==> src/rtl/modcounter_rpt.sv <==
// rtl/modcounter_rpt.sv - modulo up/down counter with clamped load, wrap/saturate and press-and-hold auto-repeat
//
// Purpose:
//   Range-limited counter (MIN..MAX) for time-setting digits. A button press
//   steps once immediately. Holding the button for HOLD_TICKS timebase ticks
//   starts auto-repeat, which then steps every RPT_TICKS ticks. carry/borrow
//   pulse on wrap so several counters can be chained.
//
// Ports:
//   clk       in   system clock, rising edge
//   rst       in   asynchronous reset, active low
//   en        in   step enable (does not gate load)
//   inc       in   up button level (debounced)
//   dec       in   down button level (debounced)
//   tick      in   one-cycle timebase strobe for hold/repeat timing
//   load      in   synchronous load request, clamped into MIN..MAX
//   load_val  in   value to load [B-1:0]
//   cnt       out  registered count [B-1:0]
//   carry     out  one-cycle pulse while cnt shows an up-wrapped value
//   borrow    out  one-cycle pulse while cnt shows a down-wrapped value

module modcounter_rpt #(
    parameter int MIN        = 0,
    parameter int MAX        = 12,
    parameter int B          = $clog2(MAX + 1),
    parameter int SAT        = 0,
    parameter int HOLD_TICKS = 8,
    parameter int RPT_TICKS  = 2
) (
    input  logic         clk,
    input  logic         rst,
    input  logic         en,
    input  logic         inc,
    input  logic         dec,
    input  logic         tick,
    input  logic         load,
    input  logic [B-1:0] load_val,
    output logic [B-1:0] cnt,
    output logic         carry,
    output logic         borrow
);

    typedef enum logic [1:0] {
        DIR_NONE = 2'd0,
        DIR_UP   = 2'd1,
        DIR_DN   = 2'd2
    } dir_e;

    typedef enum logic [1:0] {
        S_IDLE   = 2'd0,
        S_WAIT   = 2'd1,
        S_REPEAT = 2'd2
    } state_e;

    // The tick counter only ever has to reach the larger of the two limits.
    localparam int TMAX = (HOLD_TICKS > RPT_TICKS) ? HOLD_TICKS : RPT_TICKS;
    localparam int TW   = $clog2(TMAX + 1);

    localparam logic [TW-1:0] HOLD_T = TW'(HOLD_TICKS);
    localparam logic [TW-1:0] RPT_T  = TW'(RPT_TICKS);

    // Range bounds: B-bit copies for assignment, B+1-bit copies for compares
    // so that out-of-range load values and the range ends never alias.
    localparam logic [B-1:0] MIN_B = B'(MIN);
    localparam logic [B-1:0] MAX_B = B'(MAX);
    localparam logic [B:0]   MIN_W = (B + 1)'(MIN);
    localparam logic [B:0]   MAX_W = (B + 1)'(MAX);

    state_e        state_q,   state_d;
    dir_e          lastdir_q, lastdir_d;
    logic [TW-1:0] tcnt_q,    tcnt_d;
    logic [B-1:0]  cnt_q,     cnt_d;
    logic          carry_q,   carry_d;
    logic          borrow_q,  borrow_d;

    dir_e          dir;
    logic [TW-1:0] tcnt_inc;
    logic [TW-1:0] tick_limit;
    logic          limit_hit;
    logic          step_req;

    logic [B:0]    cnt_ext;
    logic [B:0]    ld_ext;

    // ------------------------------------------------------------------
    // Direction decode: both buttons together means no direction.
    // ------------------------------------------------------------------
    always_comb begin
        dir = DIR_NONE;
        if (inc && !dec) begin
            dir = DIR_UP;
        end else if (dec && !inc) begin
            dir = DIR_DN;
        end
    end

    assign tcnt_inc   = tcnt_q + TW'(1);
    assign tick_limit = (state_q == S_WAIT) ? HOLD_T : RPT_T;
    assign limit_hit  = tick && (tcnt_inc == tick_limit);

    // ------------------------------------------------------------------
    // State register (FSM plus counter datapath).
    // ------------------------------------------------------------------
    always_ff @(posedge clk or negedge rst) begin
        if (!rst) begin
            state_q   <= S_IDLE;
            lastdir_q <= DIR_NONE;
            tcnt_q    <= '0;
            cnt_q     <= MIN_B;
            carry_q   <= 1'b0;
            borrow_q  <= 1'b0;
        end else begin
            state_q   <= state_d;
            lastdir_q <= lastdir_d;
            tcnt_q    <= tcnt_d;
            cnt_q     <= cnt_d;
            carry_q   <= carry_d;
            borrow_q  <= borrow_d;
        end
    end

    // ------------------------------------------------------------------
    // Next-state logic of the repeat FSM.
    // ------------------------------------------------------------------
    always_comb begin
        state_d   = state_q;
        lastdir_d = lastdir_q;
        tcnt_d    = tcnt_q;

        if (load || !en) begin
            // Returning to IDLE with no latched direction makes a button
            // still held afterwards look like a fresh press.
            state_d   = S_IDLE;
            lastdir_d = DIR_NONE;
            tcnt_d    = '0;
        end else begin
            unique case (state_q)
                S_IDLE: begin
                    // A tick in the press cycle is deliberately ignored.
                    if (dir != DIR_NONE) begin
                        state_d   = S_WAIT;
                        lastdir_d = dir;
                        tcnt_d    = '0;
                    end
                end
                S_WAIT, S_REPEAT: begin
                    if (dir == DIR_NONE) begin
                        state_d   = S_IDLE;
                        lastdir_d = DIR_NONE;
                        tcnt_d    = '0;
                    end else if (dir != lastdir_q) begin
                        // Direct switch of direction restarts the hold delay.
                        state_d   = S_WAIT;
                        lastdir_d = dir;
                        tcnt_d    = '0;
                    end else if (limit_hit) begin
                        state_d = S_REPEAT;
                        tcnt_d  = '0;
                    end else if (tick) begin
                        tcnt_d = tcnt_inc;
                    end
                end
                default: begin
                    state_d   = S_IDLE;
                    lastdir_d = DIR_NONE;
                    tcnt_d    = '0;
                end
            endcase
        end
    end

    // ------------------------------------------------------------------
    // FSM output: one step request per cycle at most. The step direction is
    // always the current decoded dir, which equals lastdir on repeat steps.
    // ------------------------------------------------------------------
    always_comb begin
        step_req = 1'b0;
        if (!load && en && (dir != DIR_NONE)) begin
            unique case (state_q)
                S_IDLE:           step_req = 1'b1;
                S_WAIT, S_REPEAT: step_req = (dir != lastdir_q) || limit_hit;
                default:          step_req = 1'b0;
            endcase
        end
    end

    // ------------------------------------------------------------------
    // Counter datapath: clamped load, otherwise wrap/saturate stepping.
    // ------------------------------------------------------------------
    assign cnt_ext = {1'b0, cnt_q};
    assign ld_ext  = {1'b0, load_val};

    always_comb begin
        cnt_d    = cnt_q;
        carry_d  = 1'b0;
        borrow_d = 1'b0;

        if (load) begin
            if (ld_ext > MAX_W) begin
                cnt_d = MAX_B;
            end else if (ld_ext < MIN_W) begin
                cnt_d = MIN_B;
            end else begin
                cnt_d = load_val;
            end
        end else if (step_req) begin
            if (dir == DIR_UP) begin
                if (cnt_ext >= MAX_W) begin
                    if (SAT != 0) begin
                        cnt_d = MAX_B;
                    end else begin
                        cnt_d   = MIN_B;
                        carry_d = 1'b1;
                    end
                end else begin
                    cnt_d = cnt_q + B'(1);
                end
            end else begin
                if (cnt_ext <= MIN_W) begin
                    if (SAT != 0) begin
                        cnt_d = MIN_B;
                    end else begin
                        cnt_d    = MAX_B;
                        borrow_d = 1'b1;
                    end
                end else begin
                    cnt_d = cnt_q - B'(1);
                end
            end
        end
    end

    assign cnt    = cnt_q;
    assign carry  = carry_q;
    assign borrow = borrow_q;

endmodule

==> config.mk <==
export PLATFORM = sky130hd
export DESIGN_NAME = modcounter_rpt
export DESIGN_NICKNAME = d
export VERILOG_FILES = /design/src/rtl/modcounter_rpt.sv
export SDC_FILE = /design/constraint.sdc
export NUM_CORES = 1
export LEC_CHECK = 0
export CAP_MARGIN = 10
export CORE_UTILIZATION = 57
export DETAILED_ROUTE_END_ITERATION = 10
export PLACE_DENSITY = 0.84
export SLEW_MARGIN = 0
export SYNTH_ARGS = -nofsm -noshare
export SYNTH_HDL_FRONTEND = slang
export SYNTH_SLANG_ARGS = --single-unit
==> constraint.sdc <==
create_clock -name clk -period 5.8 [get_ports clk]
set_clock_uncertainty 0.05 [all_clocks]
set_input_delay 1.16 -clock clk [delete_from_list [all_inputs] [get_ports clk]]
set_output_delay 1.16 -clock clk [all_outputs]
set_load 0.05 [all_outputs]
======== After elaboration in Yosys (flattened, before gate mapping) ========
Cells that the tools add are included.
Widths: inputs -> output; s select.
cells by class
  equal/unequal tests ..................... 9
  reduce and logical (&&, ||, !) cells .... 19
  magnitude comparators ................... 4
  multiplexer cells ....................... 38
  add/sub/neg operators ................... 3
operators by type and width
  cell                 count
  $mux 4               14
  $mux 2               11
  $mux 1               9
  $add 4x1->4 const B  2
  $pmux 2 s2           2
  $pmux 4 s2           1
  $ne 6x6->1 const B   1
  $reduce_and 2->1     3
  $logic_and 1x1->1    5
  $ne 5x5->1 const B   1
  $eq 2x1->1 const B   2
  $eq 4x4->1           1
  $ge 4x4->1 const B   1
  $gt 4x4->1 const B   1
  $le 4x1->1 const B   1
  $logic_not 1->1      4
  $logic_not 2->1      2
  $lt 4x1->1 const B   1
  $ne 4x4->1 const B   1
  $reduce_bool 2->1    2
  $sub 4x1->4 const B  1
  $ne 3x3->1 const B   1
  $eq 2x2->1 const B   1
  $logic_or 1x1->1     2
  3 further kinds      3
storage, ports and cells
  output and inout bits ................... 6
  register bits after elaboration ......... 14
  input port bits ......................... 11
  word-level logic and storage cells ...... 79

======== Logic depth before layout (Yosys ltp) ========
  word-level depth ........................ 10
  gate-level depth with buffers ........... 8
  depth with buffers taken out ............ 7

======== Worst setup path after synthesis ========
OpenSTA, ideal clock, no wires.
  path type ............................... input to register
  from .................................... input port inc
  to ...................................... register cnt_q[2] (netlist: cnt[2])
  library setup time ...................... 0.126 ns
  stages on the path ...................... 7
  path slack .............................. 2.883 ns
  required time ........................... 5.624 ns
  data arrival time ....................... 2.741 ns
  buffers on the path ..................... 0
  cells stage by stage .................... inv_1 > ha_1 > nor4b_4 > nand2_2 > o21ai_0 > nor3_2 > a221o_1
on the way
  word-level cells in the longest chain between the ends .. 9
  elaborated cells on any way between the ends .. 16
  classes of those cells .................. eq/ne: 2; mux: 7; reduce/logical: 7
ends and longest elaborated chain
  what                         line  text
  from (decl)                  33    input logic inc,
  $logic_not 1->1              92    end else if (dec && !inc) begin
  $logic_and 1x1->1            92
  $mux 2                       92
  $mux 2 *                     90    if (inc && !dec) begin
  $ne 2x2->1                   181   S_WAIT, S_REPEAT: step_req = (dir != lastdir_q) || limit_hit;
  $logic_or 1x1->1             181
  $pmux 1 s2                   179   unique case (state_q)
  $mux 1                       178   if (!load && en && (dir != DIR_NONE)) begin
  $reduce_bool 2->1 (no line)  --
  to (signal assigned)         116   cnt_q <= cnt_d;
  to (decl)                    72    logic [B-1:0] cnt_q, cnt_d;
Every way passes the cells marked *; elsewhere a longest branch is shown, timed or not. The select of a mux whose other input is x is not followed.
A chain may end at the register's enable or synchronous reset.

======== Final worst setup path ========
Same ends and word-level chain as after synthesis.

==> results by group <==
STA
  • Worst slew pin tran: 0.650 ns
  • Slew Limit Fails: 0
  • Final worst path period share: 0.574
  • Slew HR: 0.565
  • Hold violation count in the final report: 0
  • Fmax: 300 MHz
  • Final setup vio count: 0
  • Fin crit period: 3.33 ns
  • Setup TNS: 0 ns
  • Unrepaired setup endpoints after global routing: no

Floorplanning
  • Top-Level Pins: 17
  • Chip Height: 46.4 um
  • Initial core utilization: 0.630
  • Core area: 1780 um^2
  • Die X-Extent: 46.4 um
  • Die area: 2150 um^2
  • Num rows: 15

Yosys
  • Ys Warns: 0
  • Ys async rst share: 1.00
  • Post-synthesis cell area: 1120 um^2
  • Seq/Total Area, Yosys: 0.312
  • Main synth FF type: dfrtp_1
  • Average size of a mapped cell: 8.51 um^2
  • Post-synth EDFFs: 0
  • Synth area leader: dfrtp_1
  • Yosys cell types: 40
  • Synth top area cells: dfrtp_1 (31%), ha_1 (11%), nor2_1 (7.0%)
  • Syn Inst Count: 132
  • Syn_nets: 153
  • Synthesized flop and latch total: 14
  • Area share of the largest cell type after synthesis: 0.312

Critical path
  • Startpoint Class: input pin
  • Critical Path Sink Type: register
  • Crit path max fanout: 5
  • Crit path max-delay family: compound AO/OA/AOI/OAI gates
  • Worst path slowest cell: clkdlybuf4s50_1
  • Worst Setup Path Type: in2reg
  • CP arrival: 3.45 ns
  • CP peak stage delay: 0.50 ns
  • Worst reg2reg setup slack: 3.62 ns
  • Crit-path cells: clkdlybuf4s50_1, inv_1, ha_1, nor4b_4, nand2_2, o21ai_0, nor3_2, a221o_1
  • CP bufs+invs: 2
  • CP Data Required Time: 5.93 ns

Clock tree
  • Total clock sinks: 14
  • Cts repair resizes: 0
  • H-tree depth: 1
  • Root Driver: clkbuf_4
  • Worst-Skew Late Latency: 0.29 ns
  • Max clock buf depth: 2
  • Hold Buf Count CTS: 0
  • Clk slew on worst S/H paths: 0.10 ns
  • TritonCTS clock tree: yes
  • Cts bufs inserted: 3
  • Post-CTS setup buffer count: 0

Global routing
  • Largest net degree at the start of global routing: 15
  • First-pass GRT wire length: 3740 um
  • Grt total ovfl: 0
  • Antenna violations before repair: 0
  • Vias in the first global route: 877
  • Total GRT Usage: 0.249

Pwr
  • PwrDens: 214 nW/um^2
  • Pleak: 0.562 nW
  • Worst vdd ir: 197 uV

Detailed routing
  • Vias: 1026
  • Vias/cell: 5.90
  • Final wirelength: 2380 um
  • Routed Antenna Nets: 0
  • DRT iter0 DRCs: 24
  • WL/cell: 13.7 um
  • Initial DRT Pass Iterations: 4
  • Drt drc: 0

Finish
  • Share of layout cells above drive strength 1: 0.0604
  • Nets@finish: 171
  • Diode count: 0
  • Commonest non-fill, non-tap cell in the layout: nor2_1
  • Fillers: 128
  • Commonest non-fill, non-tap cells in the layout: nor2_1 (21), clkdlybuf4s50_1 (16), dfrtp_1 (14)
  • Layout Utilization: 0.747
  • P&R area growth vs syn: 18.6%

Placed design
  • HPWL Detailed: 1800 um
  • RD Place Congestion: 0.875
  • I/O Buffers: 16

Outcome
  • Outcome: finished clean

Flow run
  • Max Cap Viol: 0

Worst hold path
  • Min-delay worst type: reg2reg
==> synth_stat cells (all sizes together) (3+ instances only) <==
cell type	instances
nand2b	3
dfrtp	14
ha	10
inv	10
a211oi	3
mux2i	5
nand2	9
a21oi	9
o21ai	8
nand3	5
nor2	21
==> power by group <==
part / switching [mW] / total [mW] / internal, mW
Sequential: 0.0104 / 0.114 / 0.104
Combinational: 0.0575 / 0.0972 / 0.0398
Clock: 0.0353 / 0.0735 / 0.0382
==> worst reg2reg max path: cells and delay by family, from the launching register on <==
kind | cells | cell delay, ns
AO/OA/AOI/OAI | 2 | 0.78
AND/OR/NAND/NOR | 3 | 0.51
flip-flops | 1 | 0.42
adder cells (fa/ha/maj) | 1 | 0.31
==> metal layers <==
metal  GRT usage  share of wire  up-vias
met1       0.320           0.46      482
met4       0.112          0.013        0
met5           0              0        -
met3      0.0588          0.046        5
met2       0.392           0.48       25
li1            -              -      514
==> sequential cells by signal, summed over array words and instances (netlist names) <==
| register | count |
|---|---|
| carry | 1 |
| state_q | 2 |
| tcnt_q | 4 |
| borrow | 1 |
| cnt | 4 |
| lastdir_q | 2 |
==> final cells by class <==
type	instances	area [um^2]	area share
clock buffers	4	36.3	0.0272
flip-flops and latches	14	350	0.263
multi-input cells	105	717	0.538
repair buffers	16	160	0.120
well taps	25	31.3	0.0235
inverters	10	37.5	0.0282
==> path summary, 6_finish.rpt <==
| kind | from | endpoint | cells past startpoint |
|---|---|---|---|
| setup / recovery | inc | cnt[2] | 8 |
| hold / removal | lastdir_q[0] | lastdir_q[0] | 2 |
| setup reg to reg | state_q[0] | cnt[2] | 6 |
| hold reg to reg | lastdir_q[0] | lastdir_q[0] | 2 |
| max in group asynchronous | rst | cnt[0] | 1 |
| min in group asynchronous | rst | tcnt_q[3] | 1 |
==> logic make-up after synthesis <==
family,Yosys count,share of synthesized area
AND/OR/NAND/NOR,53,0.248
XOR/XNOR,3,0.0234
flip-flops,14,0.312
adder cells (fa/ha/maj),10,0.111
multiplexers,5,0.0445
buffers and inverters,13,0.0501
AO/OA/AOI/OAI,34,0.210
==> per-stage QoR <==
stage	std cells	cell area [um^2]	setup slack (ns)	total power [mW]	hold slack, ns
after floorplan	132	1120	2.88	0.181	0.456
final	174	1330	2.47	0.285	0.497
after global routing	174	1330	2.29	0.300	0.531
after global placement	170	1300	2.28	0.209	0.478
after detailed placement	170	1300	2.18	0.212	0.484
after CTS	174	1330	2.48	0.284	0.505
Power figures use the tool's default switching activity.
